## src/rtl/score_accumulator_if.sv

```systemverilog
// Handshake bundle between the FPMac partial stream, the score accumulator and the score consumer.
// The slave modport is the accumulator's view; the master modport drives partials and accepts scores.
interface score_accumulator_if #(
  parameter int DATA_WIDTH = 16,
  parameter int CNT_WIDTH  = 3
);
  logic                  in_valid;
  logic                  in_ready;
  logic [DATA_WIDTH-1:0] in_data;
  logic                  out_valid;
  logic                  out_ready;
  logic [DATA_WIDTH-1:0] out_data;
  logic                  out_sat;
  logic [CNT_WIDTH-1:0]  chunk_cnt;

  modport slave (
    input  in_valid,
    input  in_data,
    input  out_ready,
    output in_ready,
    output out_valid,
    output out_data,
    output out_sat,
    output chunk_cnt
  );

  modport master (
    output in_valid,
    output in_data,
    output out_ready,
    input  in_ready,
    input  out_valid,
    input  out_data,
    input  out_sat,
    input  chunk_cnt
  );
endinterface

```

## src/rtl/score_accumulator.sv

```systemverilog
// Sums NUM_CHUNKS Q8.8 partial dot products, scales by a right shift and saturates to one score per row.
// Define SCORE_ACC_ROUND_EN to round half-up before the shift instead of truncating.
module score_accumulator #(
  parameter int DATA_WIDTH  = 16,
  parameter int FRAC_BITS   = 8,
  parameter int NUM_CHUNKS  = 4,
  parameter int ACC_WIDTH   = 24,
  parameter int SCALE_SHIFT = 2
) (
  input  logic                 clk,
  input  logic                 rst_n,
  score_accumulator_if.slave   bus
);
  localparam int CNT_W = $clog2(NUM_CHUNKS + 1);

  if (NUM_CHUNKS < 1 || FRAC_BITS > DATA_WIDTH ||
      ACC_WIDTH < DATA_WIDTH + $clog2(NUM_CHUNKS) + 1 ||
      SCALE_SHIFT < 0 || SCALE_SHIFT > ACC_WIDTH - 1) begin : g_bad_cfg
    $error("score_accumulator: illegal parameter combination");
  end

  typedef enum logic {ACCUM, HOLD} state_e;

  state_e                state_q;
  logic [ACC_WIDTH-1:0]  acc_q;
  logic [CNT_W-1:0]      cnt_q;
  logic                  in_ready_q;
  logic                  out_valid_q;
  logic [DATA_WIDTH-1:0] out_data_q;
  logic                  out_sat_q;

  logic                  accept;
  logic                  last;
  logic [ACC_WIDTH-1:0]  sum_d;
  logic [ACC_WIDTH-1:0]  rounded_d;
  logic [ACC_WIDTH-1:0]  scaled_d;
  logic                  sat_d;
  logic [DATA_WIDTH-1:0] score_d;

`ifdef SCORE_ACC_ROUND_EN
  localparam logic [ACC_WIDTH-1:0] ROUND_INC = (SCALE_SHIFT > 0) ?
    (ACC_WIDTH'(1) << ((SCALE_SHIFT > 0) ? SCALE_SHIFT - 1 : 0)) : '0;
`endif

  // in_ready_q is only ever high in ACCUM, so it alone qualifies an accept.
  always_comb begin
    accept   = bus.in_valid & in_ready_q;
    last     = (cnt_q == CNT_W'(NUM_CHUNKS - 1));
    sum_d    = acc_q + ACC_WIDTH'(bus.in_data);
`ifdef SCORE_ACC_ROUND_EN
    rounded_d = sum_d + ROUND_INC;
`else
    rounded_d = sum_d;
`endif
    scaled_d = rounded_d >> SCALE_SHIFT;
    sat_d    = |scaled_d[ACC_WIDTH-1:DATA_WIDTH];
    score_d  = sat_d ? {DATA_WIDTH{1'b1}} : scaled_d[DATA_WIDTH-1:0];
  end

  always_ff @(posedge clk or negedge rst_n) begin
    if (!rst_n) begin
      state_q     <= ACCUM;
      acc_q       <= '0;
      cnt_q       <= '0;
      in_ready_q  <= 1'b0;
      out_valid_q <= 1'b0;
      out_data_q  <= '0;
      out_sat_q   <= 1'b0;
    end else begin
      case (state_q)
        ACCUM: begin
          in_ready_q <= 1'b1;
          if (accept) begin
            acc_q <= sum_d;
            cnt_q <= cnt_q + CNT_W'(1);
            if (last) begin
              out_data_q  <= score_d;
              out_sat_q   <= sat_d;
              out_valid_q <= 1'b1;
              in_ready_q  <= 1'b0;
              state_q     <= HOLD;
            end
          end
        end
        HOLD: begin
          if (bus.out_ready) begin
            acc_q       <= '0;
            cnt_q       <= '0;
            out_valid_q <= 1'b0;
            in_ready_q  <= 1'b1;
            state_q     <= ACCUM;
          end
        end
        default: state_q <= ACCUM;
      endcase
    end
  end

  assign bus.in_ready  = in_ready_q;
  assign bus.out_valid = out_valid_q;
  assign bus.out_data  = out_data_q;
  assign bus.out_sat   = out_sat_q;
  assign bus.chunk_cnt = cnt_q;
endmodule

```

## src/flat_wrapper.sv

```systemverilog
// flat-port wrapper written by rule: the top's interface ports become plain ports
module score_accumulator_flat 
#(
  parameter int DATA_WIDTH  = 16,
  parameter int FRAC_BITS   = 8,
  parameter int NUM_CHUNKS  = 4,
  parameter int ACC_WIDTH   = 24,
  parameter int SCALE_SHIFT = 2
)
  (clk, rst_n, bus_in_valid, bus_in_data, bus_out_ready, bus_in_ready, bus_out_valid, bus_out_data, bus_out_sat, bus_chunk_cnt);
  score_accumulator_if #(.DATA_WIDTH(DATA_WIDTH), .CNT_WIDTH(3)) bus_i ();
  input  logic clk;
  input  logic rst_n;
  input wire logic [$bits(bus_i.in_valid)-1:0] bus_in_valid;
  input wire logic [$bits(bus_i.in_data)-1:0] bus_in_data;
  input wire logic [$bits(bus_i.out_ready)-1:0] bus_out_ready;
  output wire logic [$bits(bus_i.in_ready)-1:0] bus_in_ready;
  output wire logic [$bits(bus_i.out_valid)-1:0] bus_out_valid;
  output wire logic [$bits(bus_i.out_data)-1:0] bus_out_data;
  output wire logic [$bits(bus_i.out_sat)-1:0] bus_out_sat;
  output wire logic [$bits(bus_i.chunk_cnt)-1:0] bus_chunk_cnt;
  assign bus_i.in_valid = bus_in_valid;
  assign bus_i.in_data = bus_in_data;
  assign bus_i.out_ready = bus_out_ready;
  assign bus_in_ready = bus_i.in_ready;
  assign bus_out_valid = bus_i.out_valid;
  assign bus_out_data = bus_i.out_data;
  assign bus_out_sat = bus_i.out_sat;
  assign bus_chunk_cnt = bus_i.chunk_cnt;
  score_accumulator #(.DATA_WIDTH(DATA_WIDTH), .FRAC_BITS(FRAC_BITS), .NUM_CHUNKS(NUM_CHUNKS), .ACC_WIDTH(ACC_WIDTH), .SCALE_SHIFT(SCALE_SHIFT)) u_core (.clk(clk), .rst_n(rst_n), .bus(bus_i));
endmodule
```

## config.mk

```make
export PLATFORM = sky130hd
export DESIGN_NAME = score_accumulator_flat
export DESIGN_NICKNAME = d
export VERILOG_FILES = /design/src/rtl/score_accumulator_if.sv /design/src/rtl/score_accumulator.sv /design/src/flat_wrapper.sv
export SDC_FILE = /design/constraint.sdc
export NUM_CORES = 1
export LEC_CHECK = 0
export ABC_CLOCK_PERIOD_IN_PS = 6900
export BUFFER_PORTS_ARGS = -buffer_cell sky130_fd_sc_hd__buf_2
export CORE_ASPECT_RATIO = 1.75
export CORE_UTILIZATION = 40
export CTS_BUF_LIST = sky130_fd_sc_hd__clkbuf_8
export DETAILED_ROUTE_END_ITERATION = 10
export PLACE_DENSITY = 0.56
export SYNTH_ARGS = -nofsm -noshare
export SYNTH_HDL_FRONTEND = slang
export SYNTH_SLANG_ARGS = --single-unit
```

## constraint.sdc

```tcl
create_clock -name clk -period 6.9 [get_ports clk]
set_input_delay 0.345 -clock clk [delete_from_list [all_inputs] [get_ports clk]]
set_output_delay 0.345 -clock clk [all_outputs]
set_load 0.1 [all_outputs]
```

==> results of run 1 <==
## final timing paths
check / end / slack, ns / cells after the start
worst max-delay path: u_core.bus.out_data[0] / 3.77 / 7
worst min-delay path: u_core.bus.out_data[9] / 0.21 / 1
worst max register to register: u_core.bus.out_data[0] / 3.77 / 7
worst min register to register: u_core.acc_q[9] / 0.49 / 2
max in group asynchronous: u_core.acc_q[17] / 6.04 / 1
min in group clk: u_core.bus.out_valid / 0.25 / 2
## area by class of cell
| class | instances | area [µm²] | area share |
|---|---|---|---|
| Clock buffer | 7 | 96.3 | 0.0299 |
| Clock inverter | 1 | 3.75 | 0.00116 |
| Inverter | 3 | 11.3 | 0.00349 |
| Multi-Input combinational cell | 254 | 1620 | 0.502 |
| Sequential cell | 47 | 1180 | 0.365 |
| Tap cell | 84 | 105 | 0.0326 |
| Timing Repair Buffer | 42 | 213 | 0.0659 |
## synth_stat cells, types with 2 or more instances
cell type	instances
and2_1	3
nand3_1	12
inv_1	3
o41ai_1	4
o21ai_0	35
xnor2_1	8
nor3_1	5
o22a_1	4
xor2_1	9
a21oi_2	10
o211ai_1	4
nand2_1	30
nand2b_1	5
and3_1	10
a22o_1	7
ha_1	18
a21oi_1	16
nor4_1	2
a21o_1	4
nor2_1	35
o21ai_1	2
nand4_1	5
dfrtp_1	47
a31oi_1	6
clkbuf_1	9
## metal layers
metal | wire length, µm | GRT usage | up-vias
met5 | 0 | 0 | -
met4 | 93 | 0.0596 | 0
met3 | 195 | 0.0340 | 6
met2 | 3580 | 0.352 | 34
met1 | 3010 | 0.230 | 1181
li1 | - | - | 1234
## flip-flops by register name, indices dropped and copies added, names as in the netlist
register and cells:
u_core.bus.out_data 16, u_core.state_q 1, u_core.acc_q 24, u_core.bus.out_valid 1, u_core.bus.out_sat 1, u_core.bus.in_ready 1, u_core.bus.chunk_cnt 3
## worst max-delay path, cell delays in order (launching register included)
cell	delay, ns
dfrtp_1	0.43
and3b_1	0.66
and2_1	0.76
and3_1	0.29
nand3_1	0.08
o211ai_1	0.20
and3_2	0.46
a21oi_1	0.12
## cell families (layout without fill, tap and decap cells)
| kind of cell | Yosys count | in the layout | synth area share |
|---|---|---|---|
| and+or+nand+nor | 113 | 113 | 0.185 |
| AOI/OAI and AO/OA | 104 | 104 | 0.238 |
| DFF | 47 | 47 | 0.410 |
| muxes | 1 | 1 | 0.00349 |
| xor gates and xnor gates | 17 | 17 | 0.0519 |
| buffers and inverters | 16 | 53 | 0.0266 |
| adders and majority gates | 19 | 19 | 0.0855 |
## metrics by stage
step                setup WS (ns)   util
finish                       3.77  0.467
global route                 3.53  0.467
CTS                          3.73  0.467
detailed placement           3.75  0.453
global placement             3.80  0.453
floorplan                    4.31      -
==> run_results.csv, run 1 <==
group,metric,value,unit
final_layout,final_area,3230,µm²
clocking,insertion_delay,0.31,ns
placed_design,placed_cell_area,3130,µm²
floorplanning,std_cell_rows,40,
floorplanning,die_x,66.0,µm
logic_synthesis,synthArstFlopShare,1.00,
critical_path,worstPathRequired,7.09,ns
logic_synthesis,synthesis.area,2870,µm²
routing,routed_via_density,5.61,
clocking,clk_pin_slew_worst_paths,0.09,ns
routing,drtIter0Drc,109,
clocking,holdBufCountCts,0,
critical_path,cp_data_arrival_time,3.32,ns
grt,antenna_found_initial,0,
final_layout,drive_above_1_share,0.181,
logic_synthesis,yosys.area.top_type,"dfrtp_1",
min_path,hold_class,"in -> async",
clocking,htree_levels,2,
placed_design,dp.cells,430,
logic_synthesis,seq_area_frac_synth,0.410,
sta,tns,0,ns
sta,finalClockSkew,0.00372,ns
floorplanning,pin_count,42,
sta,finalSetupViolCount,0,
critical_path,cp_max_fo,20,
critical_path,critPathLaunchType,"flip-flop",
floorplanning,core_area,6910,µm²
routing,ant_nets,0,
placed_design,io_buffer_count,41,
sta,tightest_slew,1.04,ns
placed_design,place.gp.congestion,0.887,
routing,vias,2455,
clocking,cts_sinks,47,
logic_synthesis,syn_avg_cell_area,9.05,µm²
sta,drv_slew,0,
routing,first_pass_iters,4,
clocking,cts_resized,0,
clocking,cts_buffers,5,
floorplanning,dieArea,7530,µm²
logic_synthesis,yosys_warnings,0,
sta,grt_setup_unrepaired,"no",
clocking,root_buffer,"clkbuf_8",
logic_synthesis,synth_seq_cells,47,
final_layout,fin_nets,392,
run,cap_violations,0,
critical_path,cp-startpoint,"u_core.state_q",
logic_synthesis,synth_fp_nets,356,
final_layout,final_common_cell,"dfrtp_1",
clocking,cts_setup_buffers,0,
sta,max_slew_margin,0.307,
final_layout,fillerInstances,681,
clocking,cts_tree,"done",
final_layout,final_cell_mix,"dfrtp_1 (47), buf_2 (41), o21ai_0 (35), nor2_1 (35), nand2_1 (30)",
logic_synthesis,synthCells,317,
grt,grt_pass1_wl,11200,µm
grt,track_usage,0.195,
sta,finalCriticalPeriod,3.13,ns
floorplanning,die_h,114,µm
critical_path,timing.rr.start,"u_core.state_q",
final_layout,instances_no_fill,438,
logic_synthesis,synth_top_area_frac,0.410,
logic_synthesis,synth_edf_count,0,
final_layout,antenna_cells,0,
logic_synthesis,synth_flop_cell,"dfrtp_1",
routing,wl,6880,µm
critical_path,end_kind,"flip-flop",
grt,grt_pass1_vias,2303,
placed_design,hpwlAfterDp,5050,µm
sta,post-route-period-util,0.454,
sta,whs,0.211,ns
grt,grt_max_degree,48,
run_status,status,"finished, final reports clean",
final_layout,synthToLayoutAreaGrowth,12.4,%
sta,finalHoldViolCount,0,
critical_path,setup.worst_path.class,"reg -> reg",
clocking,cts_buffer_depth,2,
logic_synthesis,ys_types,49,
floorplanning,initial_core_util,0.415,
sta,fmax,319,MHz
routing,post_drt_wl_per_cell,15.7,µm
grt,grt-ovfl-total,0,
routing,drcViolationCount,0,
logic_synthesis,synthTopCellsByArea,"dfrtp_1 (41%), ha_1 (7.8%), o21ai_0 (6.1%)",
Power of run 1 is not shown: default switching activity piles up to over one toggle a cycle in this logic, so the estimate is an artifact.
==> run 2, diff against run 1 <==
- ABC_CLOCK_PERIOD_IN_PS: 6900 -> 3300
- clock period: 6.9 -> 3.3 ns (I/O delays scaled with it)
==> run 2 against run 1 <==
Net effect:
- routed wire length grew 3.2%
- highest routed layer unchanged
- first-iteration DRC count down 18%
- worst hold slack lost 0.15 ns
- die area unchanged
- final cell count rose by 1.1%
- utilization is 0.31 points higher
- count of clock-buffer cells in the layout down 2
==> run_results.csv, run 2 (same netlist as run 1, synthesis figures left out) <==
group,metric,value,unit
sta,tightest_slew,0.960,ns
sta,grt_setup_unrepaired,"no",
critical_path,timing.rr.start,"u_core.acc_q[0]",
critical_path,cp_max_fo,13,
routing,first_pass_iters,4,
grt,grt_max_degree,29,
routing,ant_nets,0,
critical_path,crit_top_cell,"a31oi_1",
critical_path,reg2regPathDepth,9,
floorplanning,pin_count,42,
grt,grt_pass1_wl,11700,µm
clocking,htree_levels,2,
sta,max_slew_margin,0.360,
clocking,insertion_delay,0.30,ns
routing,top_layer,"met4",
routing,routed_via_density,5.59,
floorplanning,initial_core_util,0.415,
sta,fmax,334,MHz
critical_path,r2r_end,"u_core.bus.out_data[0]",
clocking,cts_setup_buffers,0,
final_layout,final_common_cell,"dfrtp_1",
grt,antenna_found_initial,0,
routing,wl_met3,236,µm
clocking,cts_tree,"done",
sta,finalCriticalPeriod,2.99,ns
sta,drv_slew,0,
routing,route.met2.wl,3790,µm
routing,post_drt_wl_per_cell,16.0,µm
final_layout,drive_above_1_share,0.187,
grt,track_usage,0.204,
clocking,cts_buffer_depth,2,
clocking,cts_resized,0,
critical_path,cp_data_arrival_time,3.17,ns
clocking,cts_sinks,47,
clocking,clk_pin_slew_worst_paths,0.08,ns
final_layout,fin_nets,397,
critical_path,rrSetupSlack,0.31,ns
routing,drtIter0Drc,89,
clocking,root_buffer,"clkbuf_8",
final_layout,final_cell_mix,"dfrtp_1 (47), buf_2 (41), o21ai_0 (35), nor2_1 (35), nand2_1 (30)",
min_path,hold_class,"in -> reg",
min_path,holdPathEnd,"u_core.bus.out_valid",
floorplanning,die_x,66.0,µm
floorplanning,dieArea,7530,µm²
grt,grt_pass1_vias,2405,
critical_path,critPathLaunchType,"flip-flop",
grt,grt-ovfl-total,0,
critical_path,worstPathRequired,3.48,ns
min_path,hold_start,"bus_out_ready",
critical_path,slowest_delay,0.46,ns
final_layout,synthToLayoutAreaGrowth,13.2,%
final_layout,antenna_cells,0,
sta,finalClockSkew,0.00479,ns
sta,tns,0,ns
routing,wl,7100,µm
floorplanning,die_h,114,µm
clocking,holdBufCountCts,1,
placed_design,io_buffer_count,41,
routing,vias,2475,
clocking,cts_buffers,5,
floorplanning,core_area,6910,µm²
routing,drcViolationCount,0,
placed_design,place.gp.congestion,0.891,
min_path,hold-path-cell-count,2,
critical_path,setup.worst_path.class,"reg -> reg",
placed_design,hpwlAfterDp,5310,µm
sta,post-route-period-util,0.907,
run,cap_violations,0,
final_layout,largest-register,"u_core.acc_q",
floorplanning,std_cell_rows,40,
sta,finalHoldViolCount,0,
run_status,status,"finished, final reports clean",
routing,wl_met1,2960,µm
critical_path,cp_cell_sequence,"ha_1 > fa_1 > a21o_1 > a211o_1 > a31oi_1 > a31oi_1 > mux2i_1 > and3_2 > a21oi_1",
final_layout,largest_register_ffs,24,
sta,finalSetupViolCount,0,
critical_path,end_kind,"flip-flop",
critical_path,crit_slowest_cell,"and3_2",
-- run 2: metrics by stage --
stage / util / cell area, µm² / cells / hold WS (ns) / worst slack [ns]
global placement: 0.457 / 3160 / 434 / 0.147 / 0.430
floorplan: - / 2870 / 317 / -0.131 / 0.714
detailed placement: 0.457 / 3160 / 434 / 0.143 / 0.325
CTS: 0.470 / 3250 / 443 / 0.0507 / 0.310
finish: 0.470 / 3250 / 443 / 0.0610 / 0.306
global route: 0.470 / 3250 / 443 / 0.0742 / 0.139
-- run 2: worst max-delay path by stage --
stage                               start                     end  slack [ns]  cells after the start
after floorplan           u_core.acc_q[0]  u_core.bus.out_data[8]        0.71                     10
after global placement    u_core.acc_q[0]  u_core.bus.out_data[0]        0.43                      9
after detailed placement  u_core.acc_q[0]  u_core.bus.out_data[0]        0.33                      9
after CTS                 u_core.acc_q[0]  u_core.bus.out_data[0]        0.31                      9
after global routing      u_core.acc_q[0]  u_core.bus.out_data[0]        0.14                      9
final                     u_core.acc_q[0]  u_core.bus.out_data[0]        0.31                      9
-- run 2: area by class of cell --
| cell class | instances | area (µm²) |
|---|---|---|
| fill | 712 | 3660 |
| timing repair buffer | 47 | 253 |
| multi-input combinational | 254 | 1620 |
| inverter | 3 | 11.3 |
| clock buffer | 5 | 68.8 |
| clock inverter | 3 | 12.5 |
| tap | 84 | 105 |
| sequential | 47 | 1180 |
-- run 2: per-layer routing --
metal  up-vias  track usage
met3         9       0.0330
li1       1237            -
met4         0       0.0738
met1      1182        0.237
met2        47        0.367
met5         -            0
-- run 2: critical path, delay by kind of cell (launching register included) --
kind	cells	cell delay (ns)
flops	1	0.39
simple gates	1	0.46
compound gates	5	1.18
mux	1	0.23
fa+ha+maj	2	0.61
Power of run 2 is left out for the same reason.
==> run 3, diff against run 2 <==
- ABC_AREA: default -> 1
- GPL_TIMING_DRIVEN: default -> 0
==> run 3 against run 2 <==
Net effect:
- synthesized cell count increased by 42%
- register-to-register slack gained 0.49 ns
- first-iteration DRC count up 27%
- die area up 13%
- cell area up 14%
- critical endpoint is now u_core.bus.out_data[1]
==> run_results.csv, run 3 <==
group,metric,value,unit
logic_synthesis,synth_fp_nets,488,
logic_synthesis,yosys_warnings,0,
logic_synthesis,synth_edf_count,0,
logic_synthesis,yosys.area.top_type,"dfrtp_1",
clocking,clk_pin_slew_worst_paths,0.09,ns
routing,drtIter0Drc,113,
critical_path,rrSetupSlack,0.80,ns
routing,wl,8220,µm
placed_design,place.gp.congestion,0.875,
critical_path,cp_data_arrival_time,2.70,ns
floorplanning,core_area,7910,µm²
sta,finalCriticalPeriod,2.50,ns
grt,antenna_found_initial,0,
sta,max_slew_margin,0.271,
placed_design,hpwlAfterDp,6710,µm
final_layout,drive_above_1_share,0.189,
critical_path,critPathLaunchType,"flip-flop",
grt,grt_max_degree,48,
final_layout,postLayoutCoreUtil,0.466,
logic_synthesis,ys_types,30,
clocking,insertion_delay,0.31,ns
run_status,status,"finished, final reports clean",
logic_synthesis,synth_flop_cell,"dfrtp_1",
routing,ant_nets,0,
final_layout,instances_no_fill,588,
clocking,root_buffer,"clkbuf_8",
logic_synthesis,synthTopCellsByArea,"dfrtp_1 (36%), nand2_1 (16%), inv_1 (7.2%)",
final_layout,fin_nets,536,
sta,post-route-period-util,0.759,
final_layout,final_common_cell,"nand2_1",
clocking,htree_levels,2,
floorplanning,die_h,121,µm
floorplanning,die_x,70.1,µm
placed_design,io_buffer_count,41,
min_path,hold_class,"in -> async",
logic_synthesis,synth_top_area_frac,0.362,
critical_path,crit_top_cell,"nand2_1",
routing,first_pass_iters,4,
routing,drcViolationCount,0,
floorplanning,pin_count,42,
sta,finalClockSkew,0.00453,ns
logic_synthesis,syn_avg_cell_area,7.23,µm²
sta,grt_setup_unrepaired,"no",
sta,finalHoldViolCount,0,
placed_design,dp.cells,580,
logic_synthesis,synth_most_common_cell,"nand2_1",
clocking,cts_setup_buffers,0,
critical_path,crit_slowest_cell,"fa_1",
sta,tns,0,ns
logic_synthesis,synthArstFlopShare,1.00,
routing,post_drt_wl_per_cell,14.0,µm
floorplanning,dieArea,8500,µm²
floorplanning,initial_core_util,0.411,
grt,grt-ovfl-total,0,
sta,tightest_slew,1.09,ns
floorplanning,std_cell_rows,43,
grt,grt_pass1_vias,2893,
clocking,holdBufCountCts,0,
sta,fmax,399,MHz
clocking,cts_sinks,47,
logic_synthesis,synthTopCellsByCount,"nand2_1 (141), inv_1 (62), dfrtp_1 (47)",
final_layout,final_cell_mix,"nand2_1 (141), inv_1 (62), dfrtp_1 (47)",
sta,drv_slew,0,
routing,vias,2890,
critical_path,worstPathRequired,3.50,ns
routing,routed_via_density,4.91,
critical_path,end_kind,"flip-flop",
run,cap_violations,0,
logic_synthesis,synth_seq_cells,47,
clocking,cts_tree,"done",
clocking,cts_buffer_depth,2,
logic_synthesis,synthCells,449,
logic_synthesis,seq_area_frac_synth,0.362,
critical_path,slowest_delay,0.45,ns
logic_synthesis,synthesis.area,3250,µm²
clocking,cts_resized,0,
final_layout,synthToLayoutAreaGrowth,13.5,%
critical_path,cp_max_fo,10,
clocking,cts_buffers,5,
critical_path,setup.worst_path.class,"reg -> reg",
final_layout,antenna_cells,0,
grt,track_usage,0.208,
grt,grt_pass1_wl,13600,µm
critical_path,cp_cell_sequence,"ha_1 > fa_1 > nand3_1 > inv_1 > nor2_1 > o21ai_1 > nand2_1 > nand4_1 > nand2_1 > nand2_1 > inv_2 > nand2_4 > nand2_4 > buf_12 > nand2_2",
sta,finalSetupViolCount,0,
final_layout,largest_register_ffs,24,
final_layout,largest-register,"u_core.acc_q",
==> run 3: changes by cell type after synthesis, moves of 6 or more <==
| cell | change |
|---|---|
| or2_2 | +6 |
| o22ai_1 | +7 |
| nand3_1 | +11 |
| nor2_2 | +7 |
| and3_1 | -10 |
| nand2_2 | +17 |
| nor2_1 | -9 |
| a21oi_2 | -10 |
| nand2_1 | +111 |
| inv_1 | +59 |
==> run 3: critical path, delay by kind of cell (launching register included) <==
family                   cells  cell delay [ns]
AO/OA/AOI/OAI                1             0.17
buffers and inverters        3             0.31
AND/OR/NAND/NOR              9             0.86
adder cells (fa/ha/maj)      2             0.67
flip-flops                   1             0.39
==> run 3: layout make-up <==
cell class / instances / area (µm²)
repair buffers: 41 / 205
clock inverters: 2 / 38.8
inverters: 65 / 244
flip-flops and latches: 47 / 1180
well taps: 90 / 113
multi-input cells: 329 / 1780
fillers: 826 / 4220
clock buffers: 6 / 82.6
plain buffers: 8 / 47.5
==> run 3: per-stage QoR <==
| stage | area [µm²] | hold WS [ns] | setup slack, ns |
|---|---|---|---|
| 3_3_place_gp | 3570 | 0.440 | 0.835 |
| 4_1_cts | 3690 | 0.0993 | 0.795 |
| 2_1_floorplan | 3250 | -0.131 | 1.12 |
| 6_report | 3690 | 0.0453 | 0.796 |
| 5_1_grt | 3690 | 0.126 | 0.647 |
| 3_5_place_dp | 3570 | 0.445 | 0.813 |
==> run 3: layer usage <==
| layer | routed length [µm] | GRT usage | vias up | part of all wire |
|---|---|---|---|---|
| met2 | 4160 | 0.367 | 55 | 0.51 |
| met4 | 389 | 0.121 | 0 | 0.047 |
| met5 | 0 | 0 | - | 0 |
| met3 | 210 | 0.0282 | 27 | 0.026 |
| met1 | 3460 | 0.238 | 1290 | 0.42 |
| li1 | - | - | 1518 | - |
==> run 3: final timing paths <==
| kind | to | depth (start not counted) | start |
|---|---|---|---|
| max | u_core.bus.out_data[1] | 15 | u_core.acc_q[0] |
| min reg2reg | u_core.acc_q[12] | 2 | u_core.acc_q[12] |
| max in group asynchronous | u_core.bus.chunk_cnt[1] | 1 | rst_n |
| max reg2reg | u_core.bus.out_data[1] | 15 | u_core.acc_q[0] |
| min | u_core.acc_q[4] | 1 | rst_n |
| min in group clk | u_core.bus.out_valid | 4 | bus_out_ready |
==> run 3: cells by family (layout without fill, tap and decap cells) <==
group | count (synthesis) | in the layout | share of synthesized area
AOI/OAI and AO/OA | 58 | 58 | 0.0994
xor gates and xnor gates | 15 | 15 | 0.0404
DFF | 47 | 47 | 0.362
buffers and inverters | 73 | 122 | 0.0898
adders and majority gates | 19 | 19 | 0.0755
and+or+nand+nor | 237 | 237 | 0.333
Power of run 3 is left out for the same reason.
